File: config.mk
export PLATFORM = sky130hd
export DESIGN_NAME = fb_writer
export DESIGN_NICKNAME = d
export VERILOG_FILES = /design/src/rtl/fb_writer.sv
export SDC_FILE = /design/constraint.sdc
export NUM_CORES = 1
export LEC_CHECK = 0
export ABC_AREA = 1
export ABC_CLOCK_PERIOD_IN_PS = 5000
export BUFFER_PORTS_ARGS = -buffer_cell sky130_fd_sc_hd__buf_2
export CORE_ASPECT_RATIO = 1.4
export CORE_MARGIN = 2
export CORE_UTILIZATION = 44
export CTS_CLUSTER_SIZE = 20
export DETAILED_ROUTE_END_ITERATION = 10
export HOLD_SLACK_MARGIN = 0.03
export SLEW_MARGIN = 20
export SYNTH_ARGS = -nofsm -noshare
export SYNTH_HDL_FRONTEND = slang
export SYNTH_SLANG_ARGS = --single-unit
File: constraint.sdc
create_clock -name clk -period 5 [get_ports clk]
set_input_delay 0.5 -clock clk [delete_from_list [all_inputs] [get_ports clk]]
set_output_delay 0.5 -clock clk [all_outputs]
set_load 0.005 [all_outputs]
File: src/rtl/fb_writer.sv
// Pixel write front end: request FIFO, (x,y)->linear address, framebuffer write port, full-screen clear.
// Optional range check on request coordinates when FB_WRITER_BOUNDS_CHECK_EN is defined.
module fb_writer #(
    parameter int DATA_WIDTH = 13,
    parameter int ADDR_WIDTH = 15,
    parameter int H_RES      = 160,
    parameter int V_RES      = 120,
    parameter int X_WIDTH    = 8,
    parameter int Y_WIDTH    = 7,
    parameter int FIFO_DEPTH = 4
) (
    input  logic                  clk,
    input  logic                  rst,
    input  logic                  req_valid,
    output logic                  req_ready,
    input  logic [X_WIDTH-1:0]    req_x,
    input  logic [Y_WIDTH-1:0]    req_y,
    input  logic [DATA_WIDTH-1:0] req_color,
    input  logic                  clear_start,
    input  logic [DATA_WIDTH-1:0] clear_color,
    output logic                  busy,
    output logic                  we,
    output logic [ADDR_WIDTH-1:0] waddr,
    output logic [DATA_WIDTH-1:0] wdata,
    output logic                  oob_err
);

    localparam int PTR_W   = $clog2(FIFO_DEPTH);
    localparam int CNT_W   = PTR_W + 1;
    localparam int ENTRY_W = ADDR_WIDTH + DATA_WIDTH;
    localparam int PIXELS  = H_RES * V_RES;
    localparam logic [ADDR_WIDTH-1:0] LAST_PIX = ADDR_WIDTH'(PIXELS - 1);

    typedef enum logic {IDLE, CLEAR} state_t;

    state_t                  state_q, state_d;
    logic [PTR_W-1:0]        rd_ptr_q, rd_ptr_d, wr_ptr_q, wr_ptr_d;
    logic [CNT_W-1:0]        count_q, count_d;
    logic [ADDR_WIDTH-1:0]   clr_cnt_q, clr_cnt_d;
    logic [DATA_WIDTH-1:0]   clr_color_q, clr_color_d;
    logic                    req_ready_q, req_ready_d;
    logic                    busy_q, busy_d;
    logic                    we_q, we_d;
    logic [ADDR_WIDTH-1:0]   waddr_q, waddr_d;
    logic [DATA_WIDTH-1:0]   wdata_q, wdata_d;
    logic [ENTRY_W-1:0]      mem_q [FIFO_DEPTH];

    logic                    accept, start_clear, push, pop, in_range;
    logic [ADDR_WIDTH-1:0]   req_addr;

    assign req_addr    = ADDR_WIDTH'(req_y) * ADDR_WIDTH'(H_RES) + ADDR_WIDTH'(req_x);
    assign accept      = req_valid && req_ready_q;
    assign start_clear = clear_start && (state_q == IDLE);
    // A request accepted on the clear_start edge is flushed along with the FIFO contents.
    assign push        = accept && in_range && !start_clear;
    assign pop         = (state_q == IDLE) && !start_clear && (count_q != '0);

`ifdef FB_WRITER_BOUNDS_CHECK_EN
    logic oob_err_q, oob_err_d;

    assign in_range = (32'(req_x) < 32'(H_RES)) && (32'(req_y) < 32'(V_RES));

    always_comb begin
        oob_err_d = oob_err_q | (accept & ~in_range);
    end

    always_ff @(posedge clk or posedge rst) begin
        if (rst) oob_err_q <= 1'b0;
        else     oob_err_q <= oob_err_d;
    end

    assign oob_err = oob_err_q;
`else
    assign in_range = 1'b1;
    assign oob_err  = 1'b0;
`endif

    always_comb begin
        state_d     = state_q;
        rd_ptr_d    = rd_ptr_q;
        wr_ptr_d    = wr_ptr_q;
        clr_cnt_d   = clr_cnt_q;
        clr_color_d = clr_color_q;
        busy_d      = 1'b0;
        we_d        = 1'b0;
        waddr_d     = waddr_q;
        wdata_d     = wdata_q;

        case (state_q)
            IDLE: begin
                if (start_clear) begin
                    state_d     = CLEAR;
                    clr_cnt_d   = '0;
                    clr_color_d = clear_color;
                end else if (pop) begin
                    we_d               = 1'b1;
                    {waddr_d, wdata_d} = mem_q[rd_ptr_q];
                end
            end
            CLEAR: begin
                busy_d    = 1'b1;
                we_d      = 1'b1;
                waddr_d   = clr_cnt_q;
                wdata_d   = clr_color_q;
                clr_cnt_d = clr_cnt_q + ADDR_WIDTH'(1);
                if (clr_cnt_q == LAST_PIX) state_d = IDLE;
            end
            default: state_d = IDLE;
        endcase

        if (start_clear) begin
            rd_ptr_d = '0;
            wr_ptr_d = '0;
            count_d  = '0;
        end else begin
            if (push) wr_ptr_d = wr_ptr_q + PTR_W'(1);
            if (pop)  rd_ptr_d = rd_ptr_q + PTR_W'(1);
            count_d = count_q + CNT_W'(push) - CNT_W'(pop);
        end
        // Registered ready reflects the occupancy the FIFO will hold after this edge.
        req_ready_d = (count_d != CNT_W'(FIFO_DEPTH));
    end

    always_ff @(posedge clk or posedge rst) begin
        if (rst) begin
            state_q     <= IDLE;
            rd_ptr_q    <= '0;
            wr_ptr_q    <= '0;
            count_q     <= '0;
            clr_cnt_q   <= '0;
            clr_color_q <= '0;
            req_ready_q <= 1'b0;
            busy_q      <= 1'b0;
            we_q        <= 1'b0;
            waddr_q     <= '0;
            wdata_q     <= '0;
        end else begin
            state_q     <= state_d;
            rd_ptr_q    <= rd_ptr_d;
            wr_ptr_q    <= wr_ptr_d;
            count_q     <= count_d;
            clr_cnt_q   <= clr_cnt_d;
            clr_color_q <= clr_color_d;
            req_ready_q <= req_ready_d;
            busy_q      <= busy_d;
            we_q        <= we_d;
            waddr_q     <= waddr_d;
            wdata_q     <= wdata_d;
        end
    end

    always_ff @(posedge clk) begin
        if (push) mem_q[wr_ptr_q] <= {req_addr, req_color};
    end

    assign req_ready = req_ready_q;
    assign busy      = busy_q;
    assign we        = we_q;
    assign waddr     = waddr_q;
    assign wdata     = wdata_q;

endmodule

==> flow_summary.yaml, run 1 <==
sta:
  fmax_mhz: 339
  worst_slew_pin_slew_ps: 922
  fin_crit_ps: 2950
  setup_viol: 0
  slew_violations: 0
  relSlewSlack_pct: 38.6
  fin_crit_sh_pct: 59.0
  fin_skew_ps: 12.6
  hold_viol: 0
  tns_ps: 0
  rsz0062_at_grt: "no"
layout:
  drive_gt1_share_pct: 21.6
  nFillCells: 1582
  fin_area_um2: 9290
  area_delta_synth_final_pct: 14.2
  nNetsFinal: 889
  final_cells: 1076
clock_tree:
  clk_pin_slew_ps: 70
  cts_root_buffer: "clkbuf_16"
  cts_tree: "done"
  cts.sinks: 179
  clk_latency_ps: 430
  cts_buffer_depth: 2
  numCtsBuffers: 17
  htree_levels: 4
  cts_setup_buffers: 0
route:
  routed_wl_um: 17200
  drt_iter0_markers: 437
  viasPerCell: 5.15
  drc_errors: 0
  firstDrtPassIters: 5
  avgRoutedWirePerCell_um: 16.0
  vias: 5543
  drtAntennaViolNets: 0
power:
  pwr-share-comb_pct: 18.3
  power.switching_uw: 1230
  p_int_uw: 2940
  power_density_nw_per_um2: 449
  clock_power_share_pct: 32.0
  irDropWorstVdd_mv: 0.240
  power_uw: 4170
  p_seq_share_pct: 49.6
  leakagePower_uw: 0.00390
  swShare_pct: 29.5
logic_synthesis:
  ys_seq_area_share_pct: 62.0
  yosysMostFrequentCell: "nand2_1"
  synth_flop_cell: "edfxtp_1"
  synth_common_cells: "nand2_1 (125), edfxtp_1 (112), inv_1 (84), dfrtp_1 (67), o21ai_0 (66)"
  syn_area_um2: 8130
  synth_warnings: 0
  yosysUniqueCellTypes: 34
  synth-edff-count: 112
  ys_ff_latch: 179
  async_reset_ff_share_pct: 37.4
  synth.avg_cell_area_um2: 10.8
  synth_area_leaders: "edfxtp_1 (41%), dfrtp_1 (21%), nand2_1 (5.8%)"
  synth_nets: 820
  yosys.area.top_type: "edfxtp_1"
  synthCells: 752
  yosysTopAreaCellShare_pct: 41.4
worst_setup_path:
  arrival_ps: 3250
  regToRegEndpoint: "req_ready"
  path_max_fanout: 26
  path_cells: "nor2_1 -> buf_4 -> inv_2 -> nand3_1 -> ha_1 -> inv_1 -> ha_1 -> inv_1 -> fa_1 -> and3_2 -> nor3_1 -> nand3_1"
  critPathMaxStageDelay_ps: 380
  critPathBufInv: 4
  crit_required_ps: 5290
  ff2ff_path_depth: 12
  end_kind: "flop"
  reg2reg_from: "state_q"
  startpoint_type: "flop"
  critPathTopFamily: "simple AND/OR/NAND/NOR gates"
  reg2reg_slack_ps: 2050
  path_class: "reg2reg"
  crit_slowest_cell: "inv_2"
min_path:
  min_to: "clr_color_q[8]"
  min_from: "clear_color[8]"
  hp-class: "in2reg"
  hold_depth: 3
floorplanning:
  coreArea_um2: 18100
  start_util_pct: 45.0
  die_y_um: 165
  std_cell_rows: 58
  die_area_um2: 19600
  io_pins: 77
  die_w_um: 119
global_routing:
  overflow: 0
  first_global_vias: 5336
  track_usage_pct: 18.1
  grt_use_met2_pct: 31.3
  grtUsageMet1_pct: 22.4
  grt_use_met3_pct: 3.59
  grt_pass1_wl_um: 27400
  grt_max_degree: 104
  grt_antenna_before_repair: 2
  top_usage_layer: "met2"
status:
  status: "completed"
placed_design:
  place_congestion: 0.829
  portBuffers: 75
  placed_cells: 1041
  placed_cell_area_um2: 8680
  hpwl_um: 11100
flow_run:
  drv_cap: 0
[layout make-up]
class                      instances  area [µm²]  area share, %
sequential                       179        5040           54.3
multi-input combinational        452        2570           27.7
timing repair buffer              85         453           4.88
clock buffer                      18         429           4.62
inverter                          86         323           3.48
tap                              240         300           3.23
clock inverter                    14         163           1.75
antenna                            2        5.00         0.0539
[kinds of logic after synthesis]
| logic type | share of synthesized area [%] |
|---|---|
| adders and majority gates | 3.82 |
| other | 0.0461 |
| AOI/OAI and AO/OA | 12.7 |
| buffers and inverters | 6.51 |
| xor gates and xnor gates | 0.939 |
| DFF | 62.0 |
| and+or+nand+nor | 14.0 |
[per-stage QoR]
stage               setup WS [ps]  hold slack (ps)  util (%)
global route                 1850              266      51.4
floorplan                    2530              374         -
finish                       2050              282      51.4
CTS                          2030              267      51.4
global placement             1830              455      48.0
detailed placement           1690              460      48.0
[state kept, by name, summed over array words and instances (netlist names)]
signal,flops
wdata,13
clr_color_q,13
wr_ptr_q,2
state_q,1
count_q,3
clr_cnt_q,15
we,1
rd_ptr_q,2
busy,1
mem_q,112
req_ready,1
waddr,15
[cell usage in the layout (no fill, tap or decap), types with 2 or more instances in the layout]
cell,instances
o211ai_1,2
inv_2,4
or2_2,2
nand2_1,125
clkbuf_16,17
nand3_1,53
diode_2,2
nor2_1,31
xor2_2,2
nand4_1,5
nor3_1,9
o22ai_1,2
inv_8,2
bufinv_16,2
xor2_1,3
ha_1,20
buf_4,9
a21oi_1,57
xnor2_1,2
o21ai_1,10
dfrtp_1,66
fa_1,3
inv_6,6
clkinvlp_4,2
inv_1,82
o21ai_0,66
edfxtp_1,112
nor2_2,27
buf_2,75
a31oi_2,25
[power by group through the flow]
stage | sequential [µW] | combinational, µW | clock (µW)
after detailed placement | 2100 | 770 | 0
after global routing | 2100 | 870 | 1420
after CTS | 2070 | 776 | 1360
after floorplan | 2070 | 516 | 0
after global placement | 2090 | 744 | 0
final | 2070 | 766 | 1340
[layer usage]
| layer | vias to the layer above | wire, µm |
|---|---|---|
| met1 | 2673 | 7300 |
| met4 | 0 | 258 |
| met3 | 23 | 743 |
| met2 | 148 | 8930 |
| li1 | 2699 | - |
| met5 | - | 0 |
[how the worst max path moves through the flow]
stage	start	endpoint	slack, ps	cells past startpoint
after floorplan	clear_start	mem_q[0][0]	2530	5
after global placement	clear_start	req_ready	1830	14
after detailed placement	clear_start	req_ready	1690	14
after CTS	state_q	req_ready	2030	12
final	state_q	req_ready	2050	12
after global routing	state_q	req_ready	1850	12
[worst min-delay path, stage by stage]
cell and delay, ps:
buf_2 80, nand2_1 40, nand2_1 50
[repair_timing]
item,in CTS,in global routing
resized for setup,0,0
hold endpoints to repair,10,0
endpoints found under the setup margin,0,0
hold buffers,1,0
No activity file was read; power rests on OpenSTA's default activity.
==> run 2, diff against run 1 <==
--- a/config.mk
+++ b/config.mk
@@ -6,7 +6,7 @@
 export NUM_CORES = 1
 export LEC_CHECK = 0
 export ABC_AREA = 1
-export ABC_CLOCK_PERIOD_IN_PS = 5000
+export ABC_CLOCK_PERIOD_IN_PS = 2460
 export BUFFER_PORTS_ARGS = -buffer_cell sky130_fd_sc_hd__buf_2
 export CORE_ASPECT_RATIO = 1.4
 export CORE_MARGIN = 2
==> constraint.sdc (replaced) <==
create_clock -name clk -period 2.46 [get_ports clk]
set_input_delay 0.246 -clock clk [delete_from_list [all_inputs] [get_ports clk]]
set_output_delay 0.246 -clock clk [all_outputs]
set_load 0.005 [all_outputs]
==> flow_summary.yaml, run 2 (same netlist as run 1, synthesis figures left out) <==
layout:
  largest_register: "mem_q"
  layout_commonest_cell: "nand2_1"
  drive_gt1_share_pct: 22.7
  largest_reg_flops: 112
  nFillCells: 1572
  layout_common_cells: "nand2_1 (125), edfxtp_1 (112), inv_1 (82)"
  area_delta_synth_final_pct: 18.6
  diodes: 0
  nNetsFinal: 926
sta:
  slew_violations: 0
  fin_skew_ps: 10.9
  setup_ws_ps: 121
  rsz0062_at_grt: "no"
  fmax_mhz: 427
  setup_viol: 0
  worst_slew_pin_slew_ps: 526
  fin_hold_ws_ps: 44.1
  hold_viol: 0
  tns_ps: 0
  fin_crit_ps: 2340
  relSlewSlack_pct: 64.9
  fin_crit_sh_pct: 95.1
power:
  p_int_uw: 5960
  swShare_pct: 30.0
  clock_power_share_pct: 31.4
  leakagePower_uw: 0.00407
  irDropWorstVdd_mv: 0.532
  p_seq_share_pct: 49.3
  power.switching_uw: 2560
  pwr-share-comb_pct: 19.3
  power_density_nw_per_um2: 884
global_routing:
  grt_pass1_wl_um: 28300
  overflow: 0
  track_usage_pct: 18.5
  grt_antenna_before_repair: 0
  grt_max_degree: 62
  first_global_vias: 5679
route:
  drtAntennaViolNets: 0
  vias: 5719
  drt_iter0_markers: 491
  drc_errors: 0
  avgRoutedWirePerCell_um: 16.0
  routed_wl_um: 17700
  viasPerCell: 5.15
  firstDrtPassIters: 5
placed_design:
  hpwl_um: 11600
  place_congestion: 0.914
  post-place-ws_ps: 13.3
  portBuffers: 75
worst_setup_path:
  arrival_ps: 2640
  critPathTopFamily: "adder cells"
  ff2ff_path_depth: 11
  crit_slowest_cell: "dfrtp_1"
  reg2reg_from: "count_q[1]"
  path_cells: "or2_4 -> o21ai_4 -> inv_2 -> ha_1 -> inv_1 -> ha_1 -> inv_1 -> fa_1 -> and3_4 -> nor3_4 -> nand3_1"
  critPathMaxStageDelay_ps: 400
  critPathBufInv: 3
  startpoint_type: "flop"
  regToRegEndpoint: "req_ready"
  crit_required_ps: 2760
  end_kind: "flop"
  path_class: "reg2reg"
  path_max_fanout: 3
  reg2reg_slack_ps: 120
min_path:
  hold_depth: 3
  min_to: "clr_color_q[5]"
  hp-class: "in2reg"
  min_from: "clear_color[5]"
clock_tree:
  cts_tree: "done"
  cts_root_buffer: "clkbuf_16"
  cts.sinks: 179
  clk_latency_ps: 420
  htree_levels: 4
  clk_pin_slew_ps: 70
  numCtsBuffers: 17
  cts_buffer_depth: 2
floorplanning:
  coreArea_um2: 18100
  std_cell_rows: 58
  io_pins: 77
  die_area_um2: 19600
  start_util_pct: 45.0
  die_y_um: 165
  die_w_um: 119
flow_run:
  drv_cap: 0
status:
  status: "completed"
[run 2: changes by cell type in the layout (fill, tap and decap cells not counted), sizes merged]
| cell | before | now |
|---|---|---|
| inv | 94 | 93 |
| diode | 2 | 0 |
| clkbuf | 18 | 17 |
| dlygate4sd3 | 1 | 22 |
| bufinv | 2 | 1 |
| buf | 84 | 100 |
| clkinv | 2 | 6 |
| clkinvlp | 2 | 1 |
[run 2: what timing repair did]
item / in CTS / in global routing
hold buffers: 18 / 4
buffers inserted: 0 / 1
setup endpoints to repair: 0 / 2
endpoints found under the hold margin: 61 / 16
resized for setup: 0 / 4
[run 2: power groups by stage]
stage	Combinational [µW]	Sequential, µW	Clock (µW)
detailed placement	1590	4260	0
floorplan	1050	4210	0
finish	1640	4200	2680
global route	1860	4270	2860
CTS	1620	4200	2720
global placement	1520	4240	0
[run 2: worst min-delay path: cells and delay by family]
family                 cells  cell delay (ps)
buffers and inverters      1               70
and+or+nand+nor            2              110
[run 2: worst max-delay path by stage]
| stage | startpoint | cells past startpoint | to | slack [ps] |
|---|---|---|---|---|
| after detailed placement | count_q[1] | 11 | req_ready | 10 |
| after global routing | count_q[1] | 11 | req_ready | 10 |
| after global placement | count_q[1] | 11 | req_ready | 140 |
| after floorplan | state_q | 5 | mem_q[0][0] | 40 |
| final | count_q[1] | 11 | req_ready | 120 |
| after CTS | count_q[1] | 11 | req_ready | 1 |
[run 2: final cells by class]
| cell class | count | area (µm²) | share of cell area [%] |
|---|---|---|---|
| clock buffer | 17 | 425 | 4.41 |
| clock inverter | 15 | 168 | 1.74 |
| inverter | 86 | 323 | 3.35 |
| multi-input combinational | 452 | 2590 | 26.8 |
| sequential | 179 | 5040 | 52.3 |
| tap | 240 | 300 | 3.11 |
| timing repair buffer | 122 | 796 | 8.25 |
[run 2: routing by layer]
layer	vias to the layer above	routed length (µm)	track usage [%]
met3	26	562	3.56
met2	159	8940	31.8
met5	-	0	0
li1	2773	-	-
met1	2761	7900	23.2
met4	0	348	7.41
[run 2: metrics by stage]
stage | instances | total power, µW | utilization (%) | cell area [µm²]
final | 1111 | 8520 | 53.4 | 9640
after global routing | 1111 | 8990 | 53.4 | 9640
after CTS | 1106 | 8540 | 53.0 | 9580
after detailed placement | 1056 | 5850 | 48.7 | 8810
after global placement | 1056 | 5760 | 48.7 | 8810
after floorplan | 752 | 5260 | - | 8130
